<file path="config.mk">
export PLATFORM = sky130hd
export DESIGN_NAME = ad9516_spi_writer
export DESIGN_NICKNAME = d
export VERILOG_FILES = /design/src/rtl/ad9516_pkg.sv /design/src/rtl/ad9516_spi_writer_shift24.sv /design/src/rtl/ad9516_spi_writer.sv
export SDC_FILE = /design/constraint.sdc
export NUM_CORES = 1
export LEC_CHECK = 0
export CORE_UTILIZATION = 51
export CTS_CLUSTER_SIZE = 10
export DETAILED_ROUTE_END_ITERATION = 16
export GPL_TIMING_DRIVEN = 1
export PLACE_DENSITY = 0.75
export RECOVER_POWER = 100
export SYNTH_ARGS = -nofsm -noshare
export SYNTH_HDL_FRONTEND = slang
export SYNTH_SLANG_ARGS = --single-unit
export TNS_END_PERCENT = 30
</file>
<file path="constraint.sdc">
create_clock -name clk -period 2.4 [get_ports clk]
set_input_delay 0.48 -clock clk [delete_from_list [all_inputs] [get_ports clk]]
set_output_delay 0.48 -clock clk [all_outputs]
set_load 0.01 [all_outputs]
</file>
<file path="src/rtl/ad9516_pkg.sv">
// Shared constants, frame format and sequencer state encoding for the AD9516 SPI writer.
package ad9516_pkg;

    localparam logic [15:0] TERM_ADDR      = 16'hFFFF;
    localparam logic [15:0] IO_UPDATE_ADDR = 16'h0232;
    localparam int unsigned FRAME_W        = 24;
    localparam logic [2:0]  INSTR_PREFIX   = 3'b000;

    typedef enum logic [2:0] {
        S_IDLE,
        S_DELAY,
        S_FETCH,
        S_CHECK,
        S_SHIFT,
        S_CS_HOLD,
        S_GAP,
        S_DONE
    } state_t;

    // Single-byte write instruction; the chip only decodes 13 address bits.
    function automatic logic [FRAME_W-1:0] build_frame(input logic [15:0] addr,
                                                       input logic [7:0]  data);
        return {INSTR_PREFIX, addr[12:0], data};
    endfunction

endpackage

</file>
<file path="src/rtl/ad9516_spi_writer_shift24.sv">
// 24-bit 3-wire SPI write shifter: MSB first, SCLK idle low, one CLK_DIV hold before CSN rises.
module spi_shift24
    import ad9516_pkg::*;
#(
    parameter int unsigned CLK_DIV = 4
) (
    input  logic               clk,
    input  logic               rst,
    input  logic               i_load,
    input  logic [FRAME_W-1:0] i_frame,
    output logic               o_busy,
    output logic               o_hold,
    output logic               o_last,
    output logic               o_spi_csn,
    output logic               o_spi_sclk,
    output logic               o_spi_sdio
);

    localparam logic [5:0] LAST_HALF = 6'(2 * FRAME_W);

    logic               r_active;
    logic [15:0]        r_div;
    logic [5:0]         r_half;
    logic [FRAME_W-1:0] r_sh;
    logic               r_csn;
    logic               r_sclk;
    logic               r_sdio;
    logic               w_tick;

    assign w_tick     = (r_div == 16'(CLK_DIV - 1));
    assign o_busy     = r_active;
    assign o_hold     = r_active && (r_half == LAST_HALF);
    assign o_last     = o_hold && w_tick;
    assign o_spi_csn  = r_csn;
    assign o_spi_sclk = r_sclk;
    assign o_spi_sdio = r_sdio;

    // Even half-periods are SCLK-low (data changes), odd are SCLK-high; half 48 is the CSN hold.
    always_ff @(posedge clk) begin
        if (rst) begin
            r_active <= 1'b0;
            r_div    <= '0;
            r_half   <= '0;
            r_sh     <= '0;
            r_csn    <= 1'b1;
            r_sclk   <= 1'b0;
            r_sdio   <= 1'b0;
        end else if (i_load && !r_active) begin
            r_active <= 1'b1;
            r_div    <= '0;
            r_half   <= '0;
            r_sh     <= {i_frame[FRAME_W-2:0], 1'b0};
            r_csn    <= 1'b0;
            r_sclk   <= 1'b0;
            r_sdio   <= i_frame[FRAME_W-1];
        end else if (r_active) begin
            if (!w_tick) begin
                r_div <= r_div + 16'd1;
            end else begin
                r_div <= '0;
                if (r_half == LAST_HALF) begin
                    r_active <= 1'b0;
                    r_csn    <= 1'b1;
                end else begin
                    r_half <= r_half + 6'd1;
                    if (!r_half[0]) begin
                        r_sclk <= 1'b1;
                    end else begin
                        r_sclk <= 1'b0;
                        if (r_half != LAST_HALF - 6'd1) begin
                            r_sdio <= r_sh[FRAME_W-1];
                            r_sh   <= {r_sh[FRAME_W-2:0], 1'b0};
                        end
                    end
                end
            end
        end
    end

endmodule

</file>
<file path="src/rtl/ad9516_spi_writer.sv">
// Walks the AD9516 register table and writes each entry over 3-wire SPI until the terminator.
module ad9516_spi_writer
    import ad9516_pkg::*;
#(
    parameter int unsigned CLK_DIV       = 4,
    parameter int unsigned STARTUP_DELAY = 1000,
    parameter int unsigned CS_GAP        = 4,
    parameter int unsigned UPDATE_WAIT   = 20000
) (
    input  logic        clk,
    input  logic        rst,
    input  logic        start,
    output logic [9:0]  lut_index,
    input  logic [24:0] lut_data,
    output logic        spi_csn,
    output logic        spi_sclk,
    output logic        spi_sdio,
    output logic        busy,
    output logic        done,
    output logic        err
);

    state_t             r_state;
    state_t             w_next;
    logic [31:0]        r_cnt;
    logic [9:0]         r_index;
    logic               r_busy;
    logic               r_done;
    logic               r_err;
    logic               r_upd;
    logic [15:0]        w_addr;
    logic [7:0]         w_data;
    logic               w_pad_unused;
    logic               w_term;
    logic               w_upd;
    logic               w_load;
    logic [FRAME_W-1:0] w_frame;
    logic               w_spi_busy;
    logic               w_hold;
    logic               w_last;

    assign w_addr       = lut_data[23:8];
    assign w_data       = lut_data[7:0];
    assign w_pad_unused = lut_data[24];
    assign w_term       = (w_addr == TERM_ADDR);
    assign w_upd        = (w_addr == IO_UPDATE_ADDR) && w_data[0];
    assign w_frame      = build_frame(w_addr, w_data);
    assign w_load       = (r_state == S_CHECK) && !w_term && !w_spi_busy;

    assign lut_index = r_index;
    assign busy      = r_busy;
    assign done      = r_done;
    assign err       = r_err;

    spi_shift24 #(
        .CLK_DIV(CLK_DIV)
    ) u_shift (
        .clk       (clk),
        .rst       (rst),
        .i_load    (w_load),
        .i_frame   (w_frame),
        .o_busy    (w_spi_busy),
        .o_hold    (w_hold),
        .o_last    (w_last),
        .o_spi_csn (spi_csn),
        .o_spi_sclk(spi_sclk),
        .o_spi_sdio(spi_sdio)
    );

    always_ff @(posedge clk) begin
        if (rst) r_state <= S_IDLE;
        else     r_state <= w_next;
    end

    // With CLK_DIV=1 the hold phase is a single cycle, so SHIFT may jump straight to GAP.
    always_comb begin
        w_next = r_state;
        case (r_state)
            S_IDLE:    if (start) w_next = S_DELAY;
            S_DELAY:   if (r_cnt == '0) w_next = S_FETCH;
            S_FETCH:   w_next = S_CHECK;
            S_CHECK:   w_next = w_term ? S_DONE : S_SHIFT;
            S_SHIFT: begin
                if (w_last)      w_next = S_GAP;
                else if (w_hold) w_next = S_CS_HOLD;
            end
            S_CS_HOLD: if (w_last) w_next = S_GAP;
            S_GAP: begin
                if (r_cnt == '0) w_next = (r_index == 10'd1023) ? S_DONE : S_FETCH;
            end
            S_DONE:    w_next = S_IDLE;
            default:   w_next = S_IDLE;
        endcase
    end

    always_ff @(posedge clk) begin
        if (rst) begin
            r_cnt   <= '0;
            r_index <= '0;
            r_busy  <= 1'b0;
            r_done  <= 1'b0;
            r_err   <= 1'b0;
            r_upd   <= 1'b0;
        end else begin
            case (r_state)
                S_IDLE: begin
                    if (start) begin
                        r_done  <= 1'b0;
                        r_err   <= 1'b0;
                        r_busy  <= 1'b1;
                        r_index <= '0;
                        r_cnt   <= 32'(STARTUP_DELAY - 1);
                    end
                end
                S_DELAY: begin
                    if (r_cnt != '0) r_cnt <= r_cnt - 32'd1;
                end
                S_CHECK: begin
                    if (w_term) begin
                        r_done <= 1'b1;
                        r_busy <= 1'b0;
                    end else begin
                        r_upd <= w_upd;
                    end
                end
                S_SHIFT, S_CS_HOLD: begin
                    if (w_last) r_cnt <= 32'(CS_GAP - 1) + (r_upd ? 32'(UPDATE_WAIT) : 32'd0);
                end
                S_GAP: begin
                    if (r_cnt != '0) begin
                        r_cnt <= r_cnt - 32'd1;
                    end else if (r_index == 10'd1023) begin
                        r_err  <= 1'b1;
                        r_done <= 1'b1;
                        r_busy <= 1'b0;
                    end else begin
                        r_index <= r_index + 10'd1;
                    end
                end
                default: ;
            endcase
        end
    end

endmodule

</file>
==> results.yml <==
run_status:
  violations: "negative setup slack"
  status: "finished with violations"
timing:
  maxSlewViolCount: 0
  holdWs_ns: 0.4568
  rsz0062_at_grt: "yes"
  setup-tns-final_ns: -0.04818
  relSlewSlack: 0.5104
  fmax_ghz: 0.4104
  clock_skew_ns: 0.01850
  timing.final.crit_share: 1.015
  hold_viol: 0
  fin_ws_ns: -0.03663
  setup_viol: 2
  tightestPinTransition_ns: 0.7336
  min_period_ns: 2.437
power:
  power_mw: 6.341
  p_leak_nw: 2.529
  p_per_area_nw_per_um2: 1000
  ir_worst_vdd_v: 0.0005328
clock_network:
  clockRootBuffer: "clkbuf_8"
  cts_tree: "built"
  clock_path_buffers: 2
  cts.hold.buffers_added: 0
  cts_buffers: 9
  path_clk_slew_ns: 0.11
  htree_levels: 3
  clock_latency_ns: 0.37
  cts_sinks: 97
worst_setup_path:
  crit_type: "flop to flop"
  cp_max_fo: 9
  cp.required_ns: 2.70
  endpoint_kind: "flop"
  cp.arrival_ns: 2.73
  rrSetupSlack_ns: -0.04
  start_kind: "flop"
place:
  place_congestion: 0.9221
  place_ws_ns: -0.4699
  io_buffers: 42
  place_hpwl_um: 8098
detailed_routing:
  drt_iter0_drc: 279
  wl_per_cell_um: 15.34
  drt-total-wl_um: 12120
  vias_per_cell: 5.887
  num_vias: 4651
  antenna_left: 0
  route.detailed.drc: 0
  dr.pass1.iters: 5
synth:
  ys.flop_type: "dfxtp_1"
  synth-simple-area-share: 0.2828
  synth-xor-area-share: 0.05277
  synth_compound_area_frac: 0.1596
  synthMuxAreaShare: 0.05407
  synth_cell_types: 58
  ys_seq_area_frac: 0.4034
  ys.warnings.count: 0
  async_flop_share: 0
  synth_top_family_by_area: "simple AND/OR/NAND/NOR gates"
  syn_area_per_cell_um2: 8.519
  ys_ff_latch: 97
  syn_inst: 565
  synth_fa_ha_area_frac: 0.01300
  synthesis.nets: 598
  syn_area_um2: 4813
  synth-edff-count: 0
floorplan:
  coreArea_um2: 9196
  die_width_um: 99.15
  io_pins: 44
  rows: 35
  die-area_um2: 9831
  start_util: 0.5234
  die_y_um: 99.15
finish:
  drive_above_1_share: 0.2062
  seqCellArea_um2: 1952
  diodes: 0
  multi_input_area_um2: 2930
  area_growth_pct: 31.74
  final_core_util: 0.6895
  fin_nets: 707
  fillers: 718
global_route:
  grt-ovfl-total: 0
  grt_max_degree: 33
  antenna_found_initial: 0
  grt_pass1_wl_um: 18920
  grt_pass1_vias: 4281
  track_usage: 0.2331
run:
  drv_cap: 0
min_path:
  hp-class: "flop to flop"
[critical path, cell delays in order (launching register included)]
cell     delay (ns)
dfxtp_2        0.33
or2_1          0.24
or4_4          0.57
or4_4          0.62
buf_4          0.18
nand3_4        0.13
o21ai_0        0.14
a21oi_1        0.17
[synth_stat cells, drive strengths merged (2+ instances only)]
cell type,instances,area share
o211ai,3,0.0047
inv,9,0.0070
o2111ai,2,0.0036
and2,5,0.0065
o41ai,3,0.0055
a311oi,2,0.0036
and3,7,0.0091
nor4,17,0.035
nor2,68,0.053
or3,12,0.016
o31ai,8,0.012
buf,9,0.013
nand2,49,0.038
nand2b,12,0.016
a21o,2,0.0031
or4,11,0.019
xnor2,4,0.0073
nand3,18,0.020
clkbuf,18,0.014
dfxtp,97,0.40
a31oi,5,0.0065
mux2i,26,0.054
a21oi,34,0.035
o311ai,2,0.0036
o21ai,47,0.049
a211oi,2,0.0042
nand4,18,0.029
or2,5,0.0065
nor3b,2,0.0031
o21a,7,0.011
nand3b,3,0.0047
xor2,25,0.045
and4,2,0.0036
o32ai,2,0.0036
ha,5,0.013
o31a,2,0.0036
nor3,14,0.016
[cells in the final DEF (no fill, tap or decap), drive strengths merged, types with 3 or more instances in the layout]
cell	netlist	final
inv	9	13
and2	5	6
nand2	49	49
nand3b	3	3
clkdlybuf4s50	0	32
a31oi	5	5
o21ai	47	47
nor4	17	17
nand2b	12	12
dfxtp	97	97
o41ai	3	3
o31ai	8	8
or3	12	12
dlygate4sd3	0	10
o311ai	2	3
nand3	18	19
clkbuf	18	9
mux2i	26	26
xnor2	4	4
nor3	14	14
o21a	7	7
o211ai	3	3
or4	11	11
buf	9	80
nor2	68	68
and3	7	7
nand4	18	18
xor2	25	25
a21oi	34	34
ha	5	5
or2	5	5
[flip-flops by register name, indices dropped and copies added (netlist names), 3 cells and up]
signal	cells
r_cnt	32
r_state	3
lut_index	10
u_shift.r_sh	23
u_shift.r_half	6
u_shift.r_div	16
[cells by family after synthesis]
logic type | count (synthesis)
multiplexers | 26
AO/OA/AOI/OAI | 126
XOR/XNOR | 29
flip-flops | 97
AND/OR/NAND/NOR | 246
buffers and inverters | 36
adder cells (fa/ha/maj) | 5
[power breakdown]
group          internal (mW)  leakage, nW  switching, mW
clock                  0.519        0.113          0.651
combinational           1.43         1.63           1.72
sequential              1.80        0.788          0.227
total                   3.74         2.53           2.60
[stage by stage]
step                      cells  instance area [µm²]
after CTS                   774                 6018
after floorplan             565                 4813
after global routing        790                 6341
after global placement      758                 5787
after detailed placement    758                 5787
final                       790                 6341
[what timing repair did]
item | 4_1_cts | 5_1_grt
pin swaps | 0 | 17
resized for setup | 2 | 41
setup buffers | 0 | 15
gates cloned | 0 | 3
endpoints found under the setup margin | 19 | 32
[final timing paths]
kind / startpoint / end / depth (start not counted)
max reg2reg: r_cnt[27] / r_cnt[23] / 7
max: r_cnt[27] / r_cnt[23] / 7
min: r_cnt[0] / r_cnt[0] / 1
min reg2reg: r_cnt[0] / r_cnt[0] / 1
[cell type report]
cell class              instances  area share
flip-flops and latches         97      0.3078
repair buffers                122      0.1679
clock buffers                   9     0.01953
clock inverters                 7     0.01539
inverters                       9    0.005328
multi-input cells             435      0.4621
well taps                     111     0.02190
[layer usage]
metal | vias up | global-route usage | part of all wire
met5 | - | 0 | 0
li1 | 2269 | - | -
met4 | 0 | 0.08710 | 0.021
met2 | 137 | 0.3959 | 0.48
met1 | 2214 | 0.3001 | 0.46
met3 | 31 | 0.03654 | 0.040
No activity file was read; power rests on OpenSTA's default activity.
